`src/rtl/iz_param_loader.sv`:
```
// Byte-serial loader for the Izhikevich neuron parameters: framed, XOR-checked, committed atomically.
// Define IZ_LOADER_DEFAULTS_EN to come out of reset with the regular-spiking set already valid.
module iz_param_loader #(
    parameter logic [7:0]  HEADER         = 8'hA5,
    parameter int unsigned TIMEOUT_CYCLES = 1023
) (
    input  logic        clk,
    input  logic        reset_n,
    input  logic [7:0]  in_data,
    input  logic        in_valid,
    output logic        in_ready,
    output logic [15:0] param_a,
    output logic [15:0] param_b,
    output logic [15:0] param_c,
    output logic [15:0] param_d,
    output logic        params_ready,
    output logic        busy,
    output logic        frame_err
);

`ifdef IZ_LOADER_DEFAULTS_EN
    localparam logic [15:0] RST_A     = 16'd1;
    localparam logic [15:0] RST_B     = 16'd13;
    localparam logic [15:0] RST_C     = 16'hEFC0;
    localparam logic [15:0] RST_D     = 16'd512;
    localparam logic        RST_VALID = 1'b1;
`else
    localparam logic [15:0] RST_A     = 16'd0;
    localparam logic [15:0] RST_B     = 16'd0;
    localparam logic [15:0] RST_C     = 16'd0;
    localparam logic [15:0] RST_D     = 16'd0;
    localparam logic        RST_VALID = 1'b0;
`endif

    // Last idle cycle allowed; one more idle cycle aborts the frame.
    localparam logic [9:0] GAP_LAST = 10'(TIMEOUT_CYCLES - 1);

    typedef enum logic [1:0] {IDLE, DATA, CHECK, COMMIT} state_t;

    state_t          state, state_nxt;
    logic [2:0]      idx;
    logic [7:0]      xr;
    logic [9:0]      gap;
    logic [7:0][7:0] shadow;
    logic            valid_flag;
    logic            take, in_frame, timeout, chk_bad, hdr_take;

    assign in_ready = (state != COMMIT);
    assign busy     = (state != IDLE);
    assign take     = in_valid && in_ready;
    assign in_frame = (state == DATA) || (state == CHECK);
    // An accepted byte always beats an expiring gap counter.
    assign timeout  = in_frame && !take && (gap == GAP_LAST);
    assign chk_bad  = (state == CHECK) && take && (in_data != xr);
    assign hdr_take = (state == IDLE) && take && (in_data == HEADER);

    always_comb begin
        state_nxt = state;
        case (state)
            IDLE:    if (hdr_take) state_nxt = DATA;
            DATA: begin
                if (take && idx == 3'd7) state_nxt = CHECK;
                else if (timeout)        state_nxt = IDLE;
            end
            CHECK: begin
                if (take)         state_nxt = (in_data == xr) ? COMMIT : IDLE;
                else if (timeout) state_nxt = IDLE;
            end
            COMMIT:  state_nxt = IDLE;
            default: state_nxt = IDLE;
        endcase
    end

    always_ff @(posedge clk or negedge reset_n) begin
        if (!reset_n) state <= IDLE;
        else          state <= state_nxt;
    end

    always_ff @(posedge clk or negedge reset_n) begin
        if (!reset_n) begin
            idx          <= '0;
            xr           <= '0;
            gap          <= '0;
            shadow       <= '0;
            frame_err    <= 1'b0;
            valid_flag   <= RST_VALID;
            params_ready <= RST_VALID;
            param_a      <= RST_A;
            param_b      <= RST_B;
            param_c      <= RST_C;
            param_d      <= RST_D;
        end else begin
            frame_err <= chk_bad || timeout;

            if (take)          gap <= '0;
            else if (in_frame) gap <= gap + 10'd1;

            if (hdr_take) begin
                idx          <= '0;
                xr           <= HEADER;
                params_ready <= 1'b0;
            end

            if (state == DATA && take) begin
                shadow[idx] <= in_data;
                xr          <= xr ^ in_data;
                idx         <= idx + 3'd1;
            end

            // A failed frame leaves the previous set in place and re-exposes it.
            if (chk_bad || timeout) params_ready <= valid_flag;

            if (state == COMMIT) begin
                param_a      <= {shadow[1], shadow[0]};
                param_b      <= {shadow[3], shadow[2]};
                param_c      <= {shadow[5], shadow[4]};
                param_d      <= {shadow[7], shadow[6]};
                valid_flag   <= 1'b1;
                params_ready <= 1'b1;
            end
        end
    end

endmodule

```
`config.mk`:
```
export PLATFORM = sky130hd
export DESIGN_NAME = iz_param_loader
export DESIGN_NICKNAME = d
export VERILOG_FILES = /design/src/rtl/iz_param_loader.sv
export SDC_FILE = /design/constraint.sdc
export NUM_CORES = 1
export LEC_CHECK = 0
export ABC_AREA = 1
export CAP_MARGIN = 10
export CORE_UTILIZATION = 55
export DETAILED_ROUTE_END_ITERATION = 10
export PLACE_DENSITY = 0.82
export SLEW_MARGIN = 5
export SYNTH_ARGS = -nofsm -noshare
export SYNTH_HDL_FRONTEND = slang
export SYNTH_SLANG_ARGS = --single-unit
```
`constraint.sdc`:
```
create_clock -name clk -period 2.1 [get_ports clk]
set_input_delay 0.525 -clock clk [delete_from_list [all_inputs] [get_ports clk]]
set_output_delay 0.525 -clock clk [all_outputs]
set_load 0.02 [all_outputs]
```
==> After elaboration in Yosys (flattened, before gate mapping) <==
Index checks and enable logic that the tools add are counted.
{ "op_classes": {"muxes": 18, "reduce_logical": 18, "bitwise": 1, "add_sub_neg": 2, "n_eq_ne": 10, "n_lt_le_gt_ge": 2} }
{ "op_table": {"columns": ["op", "n"], "rows": [
  ["$bwmux W64", 1],
  ["$demux W8 S3", 1],
  ["$mux W8", 3],
  ["$mux W10", 2],
  ["$add A10 B1 Y10 const B", 1],
  ["$eq A10 B10 Y1 const B", 1],
  ["$logic_and A1 B1 Y1", 10],
  ["$mux W2", 5],
  ["$eq A8 B8 Y1", 1],
  ["$eq A8 B8 Y1 const B", 1],
  ["$ne A8 B8 Y1", 1],
  ["$pmux W2 S4", 1],
  ["$xor A8 B8 Y8", 1],
  ["$mux W3", 2],
  ["$reduce_bool A2 Y1", 3],
  ["$eq A2 B2 Y1 const B", 2],
  ["$lt A3 B4 Y1 const B", 1],
  ["$ne A2 B2 Y1 const B", 2],
  ["$add A3 B1 Y3 const B", 1],
  ["$eq A3 B3 Y1 const B", 1],
  ["$ge A3 B1 Y1 const B", 1],
  ["$mux W1", 3],
  ["$reduce_bool A3 Y1", 1],
  ["$eq A2 B1 Y1 const B", 1],
  ["other kinds (3)", 4]
]} }
{ "word_totals": {"in_bits": 11, "out_inout_bits": 68, "reg_bits": 154, "wordCells": 70} }

==> Logic depth before layout (Yosys ltp) <==
{ "depth": {"word_depth": 8, "depth_mapped": 12, "depth_no_buf": 11} }

==> Worst setup path before layout <==
OpenSTA, ideal clock, no wires.
{ "synth_path": {"path_type": "reg-to-output", "startpoint": "register state[1]", "endpoint": "output in_ready", "path_buffers": 2, "t_required_ns": 1.575, "path_stages_with_launch": 5, "setup_slack_ns": 0.354, "arrival_ns": 1.221, "cell_sequence": "dfrtp_1 ha_1 buf_6 inv_2 clkbuf_1"} }
{ "synth_between": {"elab_chain_len": 1} }
{ "synth_lines": {"columns": ["item", "line_no", "source"], "rows": [
  ["from (decl)", "40", "state_t state, state_nxt;"],
  ["from (signal assigned)", "76", "else state <= state_nxt;"],
  ["$ne A2 B2 Y1", "48", "assign in_ready = (state != COMMIT);"],
  ["to (decl)", "11", "output logic in_ready,"]
]} }
Every way passes these cells.

==> Final worst setup path <==
Ends and elaborated chain as after synthesis.

==> impl_metrics.tcl <==
set metrics [dict create \
    numCtsBuffers 17 \
    holdCritPathClass "input pin to asynchronous set/reset pin" \
    yosysMostFrequentCell "sky130_fd_sc_hd__nand2_1" \
    syn_inst 681 \
    yosys_most_used_dff "sky130_fd_sc_hd__dfrtp_1" \
    antenna-diode-count 0 \
    holdBufCountCts 0 \
    port_buffers 78 \
    detailedPlacementHpwl_um 9450 \
    clock-sinks 154 \
    synth_common_cells "sky130_fd_sc_hd__nand2_1, sky130_fd_sc_hd__dfrtp_1, sky130_fd_sc_hd__nor2_1" \
    average_cell_area_after_synthesis_um2 9.12 \
    ys_warn_count 0 \
    synth.largest_area_cell "sky130_fd_sc_hd__dfrtp_1" \
    drtPass1Iterations 6 \
    design.portCount 79 \
    grt_setup_unrepaired "no" \
    drt-wirelength-per-cell_um 15.8 \
    grt_pass1_wl_um 24800 \
    final-setup-viol-count 0 \
    skew_ps 12.1 \
    power_per_cell_area_nw_per_um2 1550 \
    utilization_pct 72.7 \
    antenna_found_initial 0 \
    synth_compound_gate_area_share_pct 8.38 \
    core_area_um2 10900 \
    clock_tree.htree_level_count 4 \
    placement_rows 38 \
    vias_per_cell 5.34 \
    tritoncts "done" \
    crit_path_start_kind "flop" \
    worst_ir_drop_vdd_mv 0.748 \
    synth-seq-cells 154 \
    wp_data_arrival_ps 1460 \
    grt.total_usage_pct 28.3 \
    initial_utilization_pct 56.8 \
    synth_fp_nets 701 \
    crit_type "flop to output pin" \
    grt_start_max_net_pins 72 \
    cap_viol_max_count 0 \
    timing.critical_path.to_type "output pin" \
    cts_buffer_depth 2 \
    finalWirelength_um 14800 \
    timing.max_slew.rel_slack_pct 53.4 \
    dieWidth_um 108 \
    syn2layout_area_growth_pct 27.9 \
    critPathRequiredTime_ps 1570 \
    pins_over_slew_limit 0 \
    clk_pin_slew_worst_paths_ps 60 \
    gpl.final_weighted_congestion 0.884 \
    chipHeight_um 108 \
    worst_path_largest_cell_delay_ps 430 \
    p_leak_uw 0.00391 \
    final_min_period_ps 1990 \
    timing.fmax_ghz 0.503 \
    fp.dieArea_um2 11700 \
    post_synthesis_instance_area_um2 6210 \
    synth_top_area_share_pct 62.0 \
    drt_iter0_markers 351 \
    routed-via-count 4981 \
    first_global_vias 5168 \
    final_layout_size_suffix_gt1_share_pct 9.58 \
    synthSimpleGateAreaFrac_pct 23.2 \
    synth.top_cells.by_area "sky130_fd_sc_hd__dfrtp_1, sky130_fd_sc_hd__nand2_1, sky130_fd_sc_hd__a21oi_1" \
    synth_seq_area_share_pct 62.0 \
    timing.critical_path.buf_inv 2 \
    synth_edf_count 0 \
    worst-path-max-fanout 5 \
    synth.lib_cells_used.distinct 30 \
    portion_of_the_clock_cycle_consumed_by_the_worst_path_in_the_final_layout_pct 94.7 \
    net_count_final 800 \
    globalRouteOverflowTotal 0 \
    drt.antenna.violating_nets 0 \
    main_combinational_cell_family_by_area_after_synthesis "simple AND/OR/NAND/NOR gates" \
    drc_violation_count_after_routing 0 \
    yosys.area_share.adder_pct 1.81 \
    cts.root.buffer_cell "sky130_fd_sc_hd__clkbuf_16" \
    crit_family "flip-flops" \
    slowest_stage "sky130_fd_sc_hd__dfrtp_1" \
    cp_cell_sequence "ha_2, inv_2, dlygate4sd2_1" \
    hold_viol 0 \
    result_of_the_run "finished clean" \
    fin_total_pwr_uw 12300 \
    fillCellCount 800 \
    worstSkewPairLatency_ps 420 \
    async_flop_share_pct 100 \
    synth_xor_area_share_pct 0 \
    timing.hold.ws_ps 26.3 \
    synth.area.mux_share_pct 0 \
    tightestPinTransition_ps 699 \
]
-- stage by stage --
| step | setup TNS (ps) | cell area [µm²] | worst slack (ps) | instances |
|---|---|---|---|---|
| 2_1_floorplan | 0 | 6210 | 354 | 681 |
| 3_3_place_gp | 0 | 7300 | 31.8 | 901 |
| 3_5_place_dp | -42.6 | 7300 | -31.0 | 901 |
| 4_1_cts | 0 | 7950 | 5.40 | 933 |
| 5_1_grt | 0 | 7950 | 11.4 | 933 |
| 6_report | 0 | 7950 | 111 | 933 |
-- flip-flops by register name, summed over array words and instances (netlist names) --
signal        count
shadow           64
param_a          16
param_b          16
param_c          16
param_d          16
gap              10
xr                8
idx               3
state             2
frame_err         1
params_ready      1
valid_flag        1
-- final cells by class --
class                           count  area (µm²)  share of cell area, %
Tap cell                          140         175                   2.20
Timing Repair Buffer              104        1020                   12.9
Clock inverter                     14         218                   2.74
Inverter                           45         171                   2.16
Sequential cell                   154        3850                   48.5
Clock buffer                       18         429                   5.40
Multi-Input combinational cell    458        2080                   26.1
-- per-layer routing --
layer	vias to the layer above	GRT usage (%)	wire [µm]
li1	2346	-	-
met1	2407	35.5	5960
met2	190	46.5	7490
met3	38	6.15	898
met4	0	14.3	430
met5	-	0	0
-- power breakdown --
group / internal [µW] / leakage (µW) / switching [µW] / total, µW
clock network: 2120 / 0.000307 / 1220 / 3340
logic: 1670 / 0.00167 / 2410 / 4080
registers: 4190 / 0.00193 / 731 / 4920
-- cells in the final DEF (no fill, tap or decap), types with 4 or more instances in the layout --
cell type	n
sky130_fd_sc_hd__buf_4	22
sky130_fd_sc_hd__buf_12	4
sky130_fd_sc_hd__dfrtp_1	154
sky130_fd_sc_hd__bufinv_16	5
sky130_fd_sc_hd__ha_1	8
sky130_fd_sc_hd__nand3_1	10
sky130_fd_sc_hd__o21ai_0	39
sky130_fd_sc_hd__nand2_1	265
sky130_fd_sc_hd__nor2_4	4
sky130_fd_sc_hd__o22ai_1	4
sky130_fd_sc_hd__nor3_1	6
sky130_fd_sc_hd__a22oi_1	4
sky130_fd_sc_hd__a21oi_1	47
sky130_fd_sc_hd__nor2_1	52
sky130_fd_sc_hd__clkinv_1	7
sky130_fd_sc_hd__inv_1	35
sky130_fd_sc_hd__clkbuf_16	17
sky130_fd_sc_hd__clkdlybuf4s50_1	75
-- worst paths after layout --
kind	depth (start not counted)	slack, ps	to	startpoint
worst max-delay path	3	110	in_ready	state[1]
worst min-delay path	1	30	param_c[10]	reset_n
worst max register to register	11	160	state[1]	state[0]
worst min register to register	2	470	param_c[5]	param_c[5]
max in group asynchronous	2	1410	shadow[46]	reset_n
min in group clk	2	470	param_c[5]	param_c[5]
-- logic make-up (layout without fill, tap and decap cells) --
kind of cell / Yosys count / count (layout)
simple gates: 350 / 350
flops: 154 / 154
compound gates: 99 / 99
buf+inv: 69 / 181
fa+ha+maj: 9 / 9
-- repair_timing --
item	in CTS	in global routing
buffers inserted	0	0
gates resized for setup	3	2
setup endpoints to repair	2	2
No activity file was read; power rests on OpenSTA's default activity.
